<file path="src/rtl/duty_ramp_ctrl.sv">
// Slew-limited duty sequencer in front of the PWM generator: walks the PWM duty
// toward a requested target, one bounded step per PWM update handshake.
module duty_ramp_ctrl #(
    parameter int R = 8
) (
    input  logic         clk,
    input  logic         reset_n,
    input  logic [R-1:0] target,
    input  logic         target_valid,
    output logic         target_ready,
    input  logic [R-1:0] step_size,
    input  logic         abort,
    output logic [R-1:0] pwm_duty,
    output logic         pwm_ready,
    input  logic         pwm_done,
    output logic [R-1:0] cur_duty,
    output logic         busy,
    output logic         ramp_done
);

    localparam logic [0:0] ST_IDLE = 1'b0;
    localparam logic [0:0] ST_REQ  = 1'b1;

    logic [0:0]   state_q, state_d;
    logic [R-1:0] tgt_q, tgt_d;
    logic [R-1:0] pwm_duty_q, pwm_duty_d;
    logic [R-1:0] cur_duty_q, cur_duty_d;
    logic         pwm_ready_q, pwm_ready_d;
    logic         ramp_done_q, ramp_done_d;

    // Step never overshoots: when the remaining distance fits in one step we land
    // exactly on the target, so cur +/- s cannot leave [0, 2^R-1].
    function automatic logic [R-1:0] next_step(input logic [R-1:0] cur,
                                               input logic [R-1:0] tg,
                                               input logic [R-1:0] ss);
        logic [R-1:0] s;
        logic [R:0]   diff;
        s = (ss == '0) ? {{(R-1){1'b0}}, 1'b1} : ss;
        if (tg >= cur) diff = {1'b0, tg} - {1'b0, cur};
        else           diff = {1'b0, cur} - {1'b0, tg};
        if (diff <= {1'b0, s}) return tg;
        else if (tg > cur)     return cur + s;
        else                   return cur - s;
    endfunction

    always_comb begin
        state_d     = state_q;
        tgt_d       = tgt_q;
        pwm_duty_d  = pwm_duty_q;
        cur_duty_d  = cur_duty_q;
        pwm_ready_d = pwm_ready_q;
        ramp_done_d = 1'b0;

        if (abort) begin
            // The PWM has already loaded the offered duty if done coincides with abort.
            if (state_q == ST_REQ && pwm_done) cur_duty_d = pwm_duty_q;
            pwm_ready_d = 1'b0;
            state_d     = ST_IDLE;
        end else if (state_q == ST_IDLE) begin
            if (target_valid) begin
                tgt_d = target;
                if (target == cur_duty_q) begin
                    ramp_done_d = 1'b1;
                end else begin
                    pwm_duty_d  = next_step(cur_duty_q, target, step_size);
                    pwm_ready_d = 1'b1;
                    state_d     = ST_REQ;
                end
            end
        end else if (pwm_done) begin
            cur_duty_d = pwm_duty_q;
            if (pwm_duty_q == tgt_q) begin
                pwm_ready_d = 1'b0;
                ramp_done_d = 1'b1;
                state_d     = ST_IDLE;
            end else begin
                pwm_duty_d = next_step(pwm_duty_q, tgt_q, step_size);
            end
        end
    end

    always_ff @(posedge clk or negedge reset_n) begin
        if (!reset_n) begin
            state_q     <= ST_IDLE;
            tgt_q       <= '0;
            pwm_duty_q  <= '0;
            cur_duty_q  <= '0;
            pwm_ready_q <= 1'b0;
            ramp_done_q <= 1'b0;
        end else begin
            state_q     <= state_d;
            tgt_q       <= tgt_d;
            pwm_duty_q  <= pwm_duty_d;
            cur_duty_q  <= cur_duty_d;
            pwm_ready_q <= pwm_ready_d;
            ramp_done_q <= ramp_done_d;
        end
    end

    assign target_ready = (state_q == ST_IDLE);
    assign busy         = (state_q == ST_REQ);
    assign pwm_duty     = pwm_duty_q;
    assign pwm_ready    = pwm_ready_q;
    assign cur_duty     = cur_duty_q;
    assign ramp_done    = ramp_done_q;

endmodule

</file>
<file path="config.mk">
export PLATFORM = sky130hd
export DESIGN_NAME = duty_ramp_ctrl
export DESIGN_NICKNAME = d
export VERILOG_FILES = /design/src/rtl/duty_ramp_ctrl.sv
export SDC_FILE = /design/constraint.sdc
export NUM_CORES = 1
export LEC_CHECK = 0
export CAP_MARGIN = 20
export CORE_UTILIZATION = 49
export CTS_CLUSTER_SIZE = 40
export DETAILED_ROUTE_END_ITERATION = 8
export PLACE_DENSITY = 0.7
export SLEW_MARGIN = 20
export SYNTH_ARGS = -nofsm -noshare
export SYNTH_HDL_FRONTEND = slang
export SYNTH_SLANG_ARGS = --single-unit
</file>
<file path="constraint.sdc">
create_clock -name clk -period 11.2 [get_ports clk]
set_clock_uncertainty 0.15 [all_clocks]
set_input_delay 1.12 -clock clk [delete_from_list [all_inputs] [get_ports clk]]
set_output_delay 1.12 -clock clk [all_outputs]
set_load 0.02 [all_outputs]
</file>
=== Word level (Yosys, flattened, before mapping) ===
Cells that the tools add are included.

* Input bits: 21
* Output and inout bits: 20
* Register bits after elaboration: 27
* Logic and storage cells: 83

* Multiplexer cells: 42
* Magnitude comparators: 6
* Bitwise operators: 2
* Reductions and logical operators: 10
* Add/subtract/negate cells: 8
* Equality and inequality tests: 9

{| class="wikitable"
|+ Operators by type and width
! cell !! count
|-
| 2-to-1 mux 8 bit || 14
|-
| 2-to-1 mux 9 bit || 10
|-
| subtractor 8 x 8 -> 9 bit || 4
|-
| <= comparator 9 x 8 -> 1 bit || 2
|-
| 2-to-1 mux 1 bit || 18
|-
| adder 8 bit || 2
|-
| equality test 8 bit || 2
|-
| greater-or-equal comparator 8 bit || 2
|-
| greater-than comparator 8 bit || 2
|-
| subtractor 8 bit || 2
|-
| zero test 8 bit || 1
|-
| != test 2 bit, second input constant || 3
|-
| != test 3 bit, second input constant || 2
|-
| AND reduction 3 bit || 2
|-
| nonzero test 2 bit || 3
|-
| AND reduction 5 bit || 1
|-
| AND reduction 4 bit || 1
|-
| != test 3 x 2 -> 1 bit, second input constant || 1
|-
| nonzero test 3 bit || 1
|-
| != test 2 x 1 -> 1 bit, second input constant || 1
|-
| NOT 1 bit || 2
|-
| logical AND 1 bit || 1
|}

=== Depth between registers and ports, before layout ===
* Depth after elaboration: 11
* Gate-level depth with buffers: 22
* Gate-level depth less buffers: 19

=== Worst setup path after synthesis ===
Ideal clock, no wire load.

* Path type: input -> register
* From: in target[1]
* To: reg pwm_duty_q[2] (netlist: pwm_duty[2])
* Buffers on the path: 2
* Arrival time: 4.718 ns
* Stages: 20
* Required time: 10.902 ns
* Slack: 6.184 ns
* Library setup time: 0.148 ns
* Path through: inv_1 -> ha_1 -> nor2b_1 -> o31a_4 -> o31ai_4 -> a41o_1 -> buf_6 -> mux2i_1 -> a221o_1 -> a21oi_2 -> xnor2_1 -> ha_1 -> nand4_1 -> a21oi_1 -> nor4_1 -> nor2_1 -> a211o_2 -> buf_2 -> o211ai_1 -> o221ai_1

* Cells in the longest elaborated chain, start to end: 11
* Elaborated cells on any way between the ends: 18
* Classes of those cells: 2 x add/sub; 3 x order compare; 2 x eq/ne; 10 x mux; 1 x reduce/logical

{| class="wikitable"
|+ Ends and longest elaborated chain
! item !! RTL line !! source
|-
| from (decl) || 8 || <nowiki>input logic [R-1:0] target,</nowiki>
|-
| subtractor 8 x 8 -> 9 bit, or another cell as far along || 40 || <nowiki>else diff = {1'b0, cur} - {1'b0, tg};</nowiki>
|-
| 2-to-1 mux 9 bit || 39 || <nowiki>if (tg >= cur) diff = {1'b0, tg} - {1'b0, cur};</nowiki>
|-
| 2-to-1 mux 9 bit || 62 || <nowiki>if (target == cur_duty_q) begin</nowiki>
|-
| 2-to-1 mux 9 bit || 60 || <nowiki>if (target_valid) begin</nowiki>
|-
| 2-to-1 mux 9 bit || 59 || <nowiki>end else if (state_q == ST_IDLE) begin</nowiki>
|-
| 2-to-1 mux 9 bit || 54 || <nowiki>if (abort) begin</nowiki>
|-
| <= comparator 9 x 8 -> 1 bit || 41 || <nowiki>if (diff <= {1'b0, s}) return tg;</nowiki>
|-
| 2-to-1 mux 8 bit || 41 ||
|-
| 2-to-1 mux 8 bit || 62 ||
|-
| 2-to-1 mux 8 bit || 60 ||
|-
| 2-to-1 mux 8 bit || 59 ||
|-
| to (signal assigned) || 93 || <nowiki>pwm_duty_q <= pwm_duty_d;</nowiki>
|-
| to (decl) || 26 || <nowiki>logic [R-1:0] pwm_duty_q, pwm_duty_d;</nowiki>
|}

Several ways; a longest one is shown, not always the timed one. The select of a mux whose other input is x is not followed.
A chain may end at the register's enable or synchronous reset.

=== Worst setup path after layout ===
* From: in target[1]
* To: reg pwm_duty_q[7] (netlist: pwm_duty[7])

The elaborated chain is that of the path after synthesis.

==> impl_metrics.json <==
{
  "worst_pin_slew_ns": 1.08,
  "hpwl_um": 8480,
  "rows": 32,
  "cp_common_cell": "ha_1",
  "die-width_um": 91.0,
  "vias": 3504,
  "initial_core_util_pct": 50.5,
  "yosys_warnings": 0,
  "initialDrtViolationCount": 215,
  "max-slew-margin-rel_pct": 27.5,
  "synthArstFlopShare_pct": 100,
  "n_antenna_cell": 0,
  "cts.repair.resized": 0,
  "grt_overflow": 0,
  "period_needed_ns": 5.94,
  "final-instance-count-excl-fill": 609,
  "drc": 0,
  "drt_wl_total_um": 10300,
  "max_freq_ghz": 0.168,
  "multi_input_area_mm2": 0.00292,
  "antenna_found_initial": 0,
  "ff2ff_setup_slack_ns": 5.77,
  "holdCritPathClass": "reg -> reg",
  "drv_cap": 0,
  "ff2ff_path_depth": 19,
  "syn_nets": 567,
  "syn_area_per_cell_um2": 8.14,
  "die_area_mm2": 0.00829,
  "seq_area_um2": 676,
  "grt_pass1_vias": 3389,
  "vias_per_cell": 5.75,
  "syn_area_mm2": 0.00388,
  "drt_first_pass_iters": 5,
  "clk_path_buf_depth": 2,
  "io-pin-count": 41,
  "worstReg2RegStart": "pwm_duty[1]$_DFFE_PN0P_",
  "grt_max_degree": 28,
  "worstPathCellList": "clkdlybuf4s50_1 > inv_1 > ha_1 > nor2b_1 > o31a_4 > o31ai_4 > a41o_1 > mux2i_1 > a221o_1 > a21oi_2 > xnor2_1 > ha_1 > nand4_1 > a21oi_1 > nor4_1 > nor2_1 > a211o_2 > o32a_1 > and3_1",
  "worstPathRequired_ns": 11.23,
  "postCtsSetupBuffers": 0,
  "slew_viol_final": 0,
  "crit_slowest_cell": "clkdlybuf4s50_1",
  "status": "completed",
  "fillers": 762,
  "synth_edf_count": 0,
  "min-delay-start": "cur_duty[7]$_DFFE_PN0P_",
  "r2r_end": "pwm_duty[1]$_DFFE_PN0P_",
  "ys_seq_area_share_pct": 17.4,
  "h-tree-depth": 1,
  "tns_ns": 0,
  "drive_gt1_share_pct": 5.33,
  "avgRoutedWirePerCell_um": 17.0,
  "rsz0062_at_grt": "false",
  "clk-insertion-delay-late_ns": 0.28,
  "globalplace.congestion": 0.888,
  "cts_tree": "built",
  "placeableCoreArea_mm2": 0.00769,
  "power.density_mw_per_mm2": 333,
  "yosys_most_used_dff": "dfrtp_1",
  "finalHoldViolations": 0,
  "whs_path_depth": 2,
  "cts_hold_buf": 0,
  "synth-seq-cells": 27,
  "synth_cells": 477,
  "clock-sinks": 27,
  "endpoint_kind": "flop",
  "crit_fanout": 16,
  "grt_usage_pct": 25.4,
  "max_stage_delay_ns": 0.57,
  "antenna_left": 0,
  "dp.cells": 605,
  "nNetsFinal": 598,
  "crit_arrival_ns": 5.97,
  "setup-violations-final": 0,
  "holdPathEnd": "cur_duty[7]$_DFFE_PN0P_",
  "cts_buffers": 3,
  "grt_pass1_wl_um": 16900,
  "cp-start-kind": "input port",
  "root_buffer": "clkbuf_8",
  "critPathKind": "in -> reg",
  "fin_crit_sh_pct": 53.1,
  "synth_cell_types": 61,
  "io_buffers": 40,
  "clk_pin_slew_ns": 0.10,
  "p_leak_nw": 2.09,
  "die_h_um": 91.0,
  "syn_to_final_growth_pct": 12.7,
  "ir_drop_mv": 0.136
}
## state kept, by name (all words and copies together), names as in the netlist
name       flops
cur_duty       8
pwm_duty       8
tgt_q          8
busy           1
pwm_ready      1
ramp_done      1
## per-stage QoR
stage | util (%) | cell area (um^2) | hold WS (ns) | power, mW | worst slack [ns]
after floorplan | - | 3880 | 0.398 | 1.12 | 6.18
after global placement | 56.4 | 4330 | 0.378 | 1.35 | 5.12
after detailed placement | 56.4 | 4330 | 0.381 | 1.38 | 4.97
after CTS | 57.0 | 4380 | 0.408 | 1.45 | 5.26
after global routing | 57.0 | 4380 | 0.464 | 1.61 | 4.94
final | 57.0 | 4380 | 0.404 | 1.46 | 5.26
## critical path, delay by kind of cell
| kind | cells | cell delay [ns] |
|---|---|---|
| xor gates and xnor gates | 1 | 0.14 |
| adders and majority gates | 2 | 0.61 |
| muxes | 1 | 0.18 |
| buffers and inverters | 2 | 0.69 |
| AOI/OAI and AO/OA | 8 | 2.46 |
| and+or+nand+nor | 5 | 0.76 |
## cell usage in the layout (no fill, tap or decap), drive strengths merged, types with 5 or more instances in the layout
cell and instances:
a21o 23, a21oi 41, clkdlybuf4s50 40, dfrtp 27
fa 6, ha 63, inv 55, mux2 5
mux2i 14, nand2 48, nand3 8, nand4 11
nor2 22, nor3 8, o21ai 32, o22ai 8
xnor2 27, xor2 9
## cell type report
cell class	count	share of cell area, %
clock buffers	4	1.03
inverters	55	4.71
multi-input cells	380	66.6
flip-flops and latches	27	15.4
well taps	102	2.91
repair buffers	41	9.31
## worst max-delay path by stage
stage / from / to / depth (start not counted)
6_report: target[1] / pwm_duty[7]$_DFFE_PN0P_ / 19
2_1_floorplan: target[1] / pwm_duty[2]$_DFFE_PN0P_ / 20
5_1_grt: target[1] / pwm_duty[7]$_DFFE_PN0P_ / 19
4_1_cts: target[1] / pwm_duty[7]$_DFFE_PN0P_ / 19
3_5_place_dp: target[1] / pwm_duty[7]$_DFFE_PN0P_ / 19
3_3_place_gp: target[1] / pwm_duty[7]$_DFFE_PN0P_ / 19
## Yosys cell counts, types with 9 or more instances
library cell,n,share of area [%]
inv_1,55,5.3
nand2_1,48,4.6
dfrtp_1,27,17
xor2_1,9,2.0
a21o_1,19,3.7
mux2i_1,14,3.6
ha_1,63,20
a21oi_1,38,4.9
nand4_1,11,1.8
clkbuf_1,9,0.87
nor2_1,22,2.1
xnor2_1,27,6.1
o21ai_0,32,4.1
## layer usage
metal	GRT usage, %	routed length (um)
met3	3.60	490
met2	42.8	4780
met1	35.0	4930
met5	0	0
met4	4.23	151
## where the power goes
group	total [mW]	switching (mW)	internal, mW
Combinational	1.22	0.672	0.553
Sequential	0.175	0.0472	0.128
Clock	0.0597	0.0341	0.0256
## logic make-up after synthesis
logic type / count (synthesis) / share of synthesized area [%]
xor+xnor: 36 / 8.12
mux: 19 / 5.06
flops: 27 / 17.4
fa+ha+maj: 69 / 23.4
simple gates: 120 / 15.0
buf+inv: 70 / 7.66
compound gates: 136 / 23.4
Note: power is estimated with default switching activity, not from simulation.
